File: src/rtl/regfile_write_arbiter.sv
// Round-robin arbiter for the single register-file write port.
// One requester is granted per cycle; the granted write is registered
// and presented to the register file on the following cycle. Writes to
// register 0 are acknowledged but never strobed. A saturating counter
// records cycles in which two or more requesters competed.
module regfile_write_arbiter #(
  parameter int NUM_REQ    = 4,
  parameter int DATA_WIDTH = 32,
  parameter int ADDR_WIDTH = 5,
  parameter int CNT_WIDTH  = 16
) (
  input  logic                           clock,
  input  logic                           ctrl_reset,
  input  logic                           stall,
  input  logic [NUM_REQ-1:0]             req_valid,
  input  logic [NUM_REQ*ADDR_WIDTH-1:0]  req_addr,
  input  logic [NUM_REQ*DATA_WIDTH-1:0]  req_data,
  output logic [NUM_REQ-1:0]             req_ready,
  output logic                           ctrl_writeEnable,
  output logic [ADDR_WIDTH-1:0]          ctrl_writeReg,
  output logic [DATA_WIDTH-1:0]          data_writeReg,
  output logic [CNT_WIDTH-1:0]           contention_cnt
);

  localparam int PTR_W = (NUM_REQ > 1) ? $clog2(NUM_REQ) : 1;
  localparam logic [PTR_W:0]   NUM_REQ_EXT = (PTR_W+1)'(NUM_REQ);
  localparam logic [PTR_W-1:0] LAST_IDX    = PTR_W'(NUM_REQ - 1);

  logic [PTR_W-1:0]      rr_ptr;
  logic [PTR_W-1:0]      grant_idx;
  logic                  grant_any;
  logic [ADDR_WIDTH-1:0] grant_addr;
  logic [DATA_WIDTH-1:0] grant_data;
  logic                  contended;
  logic                  addr_nonzero;

  // Scan from rr_ptr upward (wrapping) and grant the first valid requester.
  always_comb begin
    logic [PTR_W:0] sum;
    req_ready = '0;
    grant_idx = '0;
    grant_any = 1'b0;
    sum       = '0;
    if (!ctrl_reset && !stall) begin
      for (int k = 0; k < NUM_REQ; k++) begin
        sum = {1'b0, rr_ptr} + (PTR_W+1)'(k);
        if (sum >= NUM_REQ_EXT) sum = sum - NUM_REQ_EXT;
        if (!grant_any && req_valid[sum[PTR_W-1:0]]) begin
          grant_any = 1'b1;
          grant_idx = sum[PTR_W-1:0];
        end
      end
      if (grant_any) req_ready[grant_idx] = 1'b1;
    end
  end

  // Select the granted requester's index/data and classify the cycle.
  always_comb begin
    grant_addr   = req_addr[grant_idx*ADDR_WIDTH +: ADDR_WIDTH];
    grant_data   = req_data[grant_idx*DATA_WIDTH +: DATA_WIDTH];
    addr_nonzero = (grant_addr != '0);
    contended    = !stall && ($countones(req_valid) >= 2);
  end

  // Pointer advance, registered write stage and contention counter.
  always_ff @(posedge clock) begin
    if (ctrl_reset) begin
      rr_ptr           <= '0;
      ctrl_writeEnable <= 1'b0;
      ctrl_writeReg    <= '0;
      data_writeReg    <= '0;
      contention_cnt   <= '0;
    end else begin
      if (grant_any) begin
        rr_ptr           <= (grant_idx == LAST_IDX) ? '0 : grant_idx + 1'b1;
        ctrl_writeReg    <= grant_addr;
        ctrl_writeEnable <= addr_nonzero;
        data_writeReg    <= addr_nonzero ? grant_data : '0;
      end else begin
        ctrl_writeEnable <= 1'b0;
        data_writeReg    <= '0;
      end
      if (contended && (contention_cnt != '1)) begin
        contention_cnt <= contention_cnt + 1'b1;
      end
    end
  end

endmodule
File: config.mk
export PLATFORM = sky130hd
export DESIGN_NAME = regfile_write_arbiter
export DESIGN_NICKNAME = d
export VERILOG_FILES = /design/src/rtl/regfile_write_arbiter.sv
export SDC_FILE = /design/constraint.sdc
export NUM_CORES = 1
export LEC_CHECK = 0
export BUFFER_PORTS_ARGS = -buffer_cell sky130_fd_sc_hd__buf_2
export CAP_MARGIN = 5
export CELL_PAD_IN_SITES_DETAIL_PLACEMENT = 0
export CELL_PAD_IN_SITES_GLOBAL_PLACEMENT = 1
export CORE_MARGIN = 8
export CORE_UTILIZATION = 34
export DETAILED_ROUTE_END_ITERATION = 10
export PLACE_DENSITY = 0.87
export SETUP_SLACK_MARGIN = 0.05
export SLEW_MARGIN = 10
export SYNTH_ARGS = -nofsm -noshare
export SYNTH_HDL_FRONTEND = slang
export SYNTH_SLANG_ARGS = --single-unit
export TNS_END_PERCENT = 100
File: constraint.sdc
create_clock -name clock -period 4.8 [get_ports clock]
set_input_delay 0.96 -clock clock [delete_from_list [all_inputs] [get_ports clock]]
set_output_delay 0.96 -clock clock [all_outputs]
set_load 0.02 [all_outputs]
Word-level counts from Yosys, hierarchy flattened
Index checks and enable logic that the tools add are counted.
{"block": "classes", "shift": 2, "multipliers": 1, "n_bitwise": 2, "magnitude_cmp": 11, "muxes": 36, "n_eq_ne": 2, "n_reduce_logical": 15, "addsub": 12}
{"op": "128-bit by 8-bit indexed part select with 32-bit output", "count": 1}
{"op": "2-bit 2-to-1 mux", "count": 15}
{"op": "20-bit by 6-bit indexed part select with 5-bit output", "count": 1}
{"op": "16-bit by 1-bit adder with 16-bit output (second input constant)", "count": 1}
{"op": "16-bit inequality test (second input constant)", "count": 1}
{"op": "2-bit by 3-bit less-than comparator with 1-bit output (second input constant)", "count": 5}
{"op": "1-bit 2-to-1 mux", "count": 14}
{"op": "3-bit greater-or-equal comparator (second input constant)", "count": 3}
{"op": "1-bit binary-select mux with 2-bit select", "count": 4}
{"op": "4-bit 2-to-1 mux", "count": 2}
{"op": "2-bit by 1-bit subtractor with 2-bit output (second input constant)", "count": 4}
{"op": "1-bit logical AND", "count": 7}
{"op": "2-bit by 2-bit adder with 3-bit output (second input constant)", "count": 2}
{"op": "1-bit zero test", "count": 5}
{"op": "2-bit by 3-bit multiplier with 5-bit output (second input constant)", "count": 1}
{"op": "5-bit nonzero test", "count": 1}
{"op": "1-bit by 1-bit adder with 2-bit output", "count": 2}
{"op": "2-bit by 1-bit adder with 3-bit output (second input constant)", "count": 1}
{"op": "2-bit by 2-bit adder with 3-bit output", "count": 1}
{"op": "2-bit by 3-bit greater-or-equal comparator with 1-bit output (second input constant)", "count": 1}
{"op": "3-bit by 2-bit greater-or-equal comparator with 1-bit output (second input constant)", "count": 1}
{"op": "3-bit OR reduction", "count": 1}
{"op": "2-bit by 1-bit adder with 2-bit output (second input constant)", "count": 1}
{"op": "1-bit demux with 2-bit select", "count": 1}
{"op": "4 further kinds", "count": 5}
{"block": "word_totals", "reg_bits": 56, "output_inout_bits": 58}

Longest topological paths before layout
{"block": "depth", "ltp_word": 25, "ltp_mapped": 8}

Worst setup path after synthesis
OpenSTA, ideal clock, no wires.
{"block": "synth_path", "kind": "input to output", "startpoint": "input req_valid[1]", "endpoint": "output req_ready[1]", "t_arrival_ns": 2.369, "setup_slack_ns": 1.471, "n_path_buf": 1, "path_stages": 5, "cell_sequence": "or4_1 and2_1 nand4_2 buf_1 a21oi_1"}
{"block": "synth_between", "elab_chain_cells": 22, "word_cells_on_any_way": 34}
{"element": "start: declaration", "line_no": "15", "text": "input logic [NUM_REQ-1:0] req_valid,"}
{"element": "1-bit binary-select mux with 2-bit select", "line_no": "48", "text": "if (!grant_any && req_valid[sum[PTR_W-1:0]]) begin"}
{"element": "1-bit 2-to-1 mux (implied by the code)", "line_no": "48"}
{"element": "1-bit 2-to-1 mux", "line_no": "48"}
{"element": "1-bit 2-to-1 mux", "line_no": "44", "text": "if (!ctrl_reset && !stall) begin"}
{"element": "1-bit zero test", "line_no": "48"}
{"element": "1-bit logical AND", "line_no": "48"}
{"element": "1-bit 2-to-1 mux", "line_no": "48"}
{"element": "1-bit 2-to-1 mux", "line_no": "44"}
{"element": "(+6 left out)"}
{"element": "2-bit 2-to-1 mux", "line_no": "48"}
{"element": "2-bit 2-to-1 mux", "line_no": "44"}
{"element": "2-bit by 3-bit less-than comparator with 1-bit output (implied by the code) or 2-bit by 1-bit greater-or-equal comparator with 1-bit output (tied branches)", "line_no": "53", "text": "if (grant_any) req_ready[grant_idx] = 1'b1;"}
{"element": "1-bit logical AND (implied by the code)", "line_no": "53"}
{"element": "1-bit 2-to-1 mux (implied by the code)", "line_no": "53"}
{"element": "1-bit demux with 2-bit select", "line_no": "53"}
{"element": "4-bit 2-to-1 mux (*)", "line_no": "53"}
{"element": "4-bit 2-to-1 mux (*)", "line_no": "44"}
{"element": "end: declaration", "line_no": "18", "text": "output logic [NUM_REQ-1:0] req_ready,"}
Every way passes the cells marked *; elsewhere a longest branch is shown, timed or not. The select of a mux whose other input is x is not followed.

Worst setup path after layout
{"block": "layout_path", "startpoint": "input req_valid[2]", "endpoint": "output req_ready[0]"}
Same word-level chain as after synthesis.

==> reports/metrics.cfg <==
[clocking]
post_cts_buffers=0
cts_buffer_depth=2
clk_pin_slew_ps=100
cts_tree=yes
clockRootBuffer=clkbuf_8
cts_sinks=56
cts-resized-gates=0
ctsHoldBuffers=0
cts.htree.levels=2
cts_buffers=5
insertion_delay_ps=330

[placed_design]
dp_hpwl_um=9809
place.gp.congestion=0.8226
dpl-instance-area_um2=4690
place_inst=679
io_buffer_count=212

[yosys]
synth_edf_count=0
ys_types=51
synth_async_sr_flop_share_pct=0
synth_area_leaders=dfxtp_1, a221oi_2, mux2i_1
synth_common_cells=dfxtp_1, mux2i_1, a211oi_1
synth_nets=519
postSynthCellCount=362
syn-cell-area_um2=3568
yosysTopAreaCellShare_pct=31.42
yosysMostFrequentCell=dfxtp_1
yosys.area.top_type=dfxtp_1
yosys_most_used_dff=dfxtp_1
avgSynthCellArea_um2=9.858
synth-seq-area-share_pct=31.42
synth-seq-cells=56
ys_warn_count=0

[power_and_ir_drop]
pwr-share-comb_pct=32.9
power_frac_clock_pct=24.0
p_seq_share_pct=43.1
power.leakage_nw=1.994
power.density_nw_per_um2=250.6
peakVddDrop_mv=0.1298
internal_power_mw=0.7810
power_switching_mw=0.4188
total_power_mw=1.200
switching_share_pct=34.90

[worst_setup_path]
setup.worst_path.start_class=input pin
critPathSlowestCell=o21ai_0
r2r_cells=8
crit_arrival_ps=2560
crit_chain=buf_2, nor2b_1, o21ai_0, nand3_1, nand2_1, a21oi_1, buf_2
r2r-start=rr_ptr[0]
path_class=in -> out
regToRegEndpoint=data_writeReg[2]
critical-path-max-stage-delay_ps=480
rrSetupSlack_ps=1810
crit_path_end_kind=output port
critPathLaunch=req_valid[2]
timing.critical_path.buf_inv=2
crit_top_cell=buf_2
crit_family=simple AND/OR/NAND/NOR gates
cp_max_fo=6
crit_required_ps=3840

[min_path]
holdPathEnd=contention_cnt[15]
min_from=contention_cnt[15]
hold_path_class=reg -> reg
hold_depth=2

[timing]
hold_viol=0
finClkSkew_ps=9.704
rsz0062_at_grt=no
fmax_mhz=284.1
period_minus_slack_ps=3520
setup_viol=0
relSlewSlack_pct=29.60
worstMarginPinSlew_ps=1056
tns_ps=0
fin_crit_sh_pct=73.33
maxSlewViolCount=0
holdWs_ps=505.6

[die]
die_x_um=118.4
die_area_um2=14030
die_y_um=118.4
start_util_pct=34.72
fp-row-count=37
core_um2=10280
pin_count=213

[routing]
drtIter0Drc=231
dr.pass1.iters=5
ant_nets=0
finalWirelength_um=12850
drc=0
wl_per_cell_um=18.70
vias=3770
viasPerCell=5.488

[outcome]
status=complete, no violations

[cells_and_area]
finalNonFillerCells=687
drive_gt1_share_pct=47.91
register_area_um2=1121
antenna_cells=0
fin_area_um2=4787
fin_nets=707
multi_input_area_um2=2285
syn_to_final_growth_pct=34.15
n_fill_cell=1038

[global_route]
first_global_vias=3971
met1_usage_pct=18.58
overflow=0
antenna_found_initial=1
grt_util_met2_pct=32.47
grt-busiest-layer=met2
grt_pass1_wl_um=20310
grt_usage_pct=17.40
groute.layer.met3.usage_pct=4.902
grt_max_degree=76

[run]
cap_violations=0

[stage by stage]
stage	setup slack [ps]	util, %
2_1_floorplan	1471	-
3_3_place_gp	1096	45.63
3_5_place_dp	1004	45.63
4_1_cts	1287	46.58
5_1_grt	1152	46.58
6_report	1280	46.58
[logic make-up (layout without fill, tap and decap cells)]
logic type,Yosys count,in the layout,share of synthesized area [%]
mux,43,43,12.06
xor+xnor,14,14,3.436
compound gates,129,129,34.89
simple gates,79,79,12.17
flops,56,56,31.42
buf+inv,39,228,5.119
fa+ha+maj,2,2,0.9116
[placed cells by master (no fill, tap or decap), drive strengths merged, types with 2 or more instances in the layout]
master / instances
nand2: 13
inv: 2
dfxtp: 56
a221oi: 32
o31a: 32
nand4: 3
a21oi: 4
mux2i: 43
o21ba: 2
xor2: 10
o21bai: 2
buf: 218
nor2: 23
nor3b: 2
xnor2: 4
o21ai: 4
clkinvlp: 2
or4: 6
nor3: 6
a211oi: 34
o211ai: 8
and3: 5
clkbuf: 6
nor4: 3
o221ai: 4
nor2b: 5
nand3: 7
[layer usage]
| metal | part of all wire, % | vias to the layer above |
|---|---|---|
| met5 | 0.078 | - |
| met3 | 6.7 | 19 |
| met4 | 1.8 | 2 |
| met2 | 51 | 148 |
| li1 | - | 1814 |
| met1 | 40 | 1787 |
[tightest hold or removal path, cell delays in order, from the launching register on]
cell and delay, ps:
dfxtp_1 360, nand2_1 70, o21ai_1 50
[layout make-up]
class | instances | share of cell area [%]
Sequential cell | 56 | 23.42
Multi-Input combinational cell | 267 | 47.73
Inverter | 2 | 0.1568
Timing Repair Buffer | 218 | 23.11
Clock buffer | 6 | 1.725
Clock inverter | 2 | 0.3136
Tap cell | 136 | 3.555
[worst max path at each step]
| stage | to | depth (start not counted) | slack [ps] |
|---|---|---|---|
| floorplan | req_ready[1] | 5 | 1470 |
| global placement | data_writeReg[2] | 9 | 1100 |
| detailed placement | data_writeReg[30] | 9 | 1000 |
| CTS | req_ready[0] | 7 | 1290 |
| global route | req_ready[0] | 7 | 1150 |
| finish | req_ready[0] | 7 | 1280 |
[sequential cells by signal (all words and copies together) (netlist names)]
register	count
contention_cnt	16
ctrl_writeEnable	1
ctrl_writeReg	5
data_writeReg	32
rr_ptr	2
[power by group through the flow]
stage / combinational, mW / clock (mW) / sequential, mW
floorplan: 0.205 / 0 / 0.571
global route: 0.424 / 0.313 / 0.522
global placement: 0.389 / 0 / 0.528
CTS: 0.397 / 0.297 / 0.518
finish: 0.394 / 0.288 / 0.518
detailed placement: 0.397 / 0 / 0.528
Note: power is estimated with default switching activity, not from simulation.
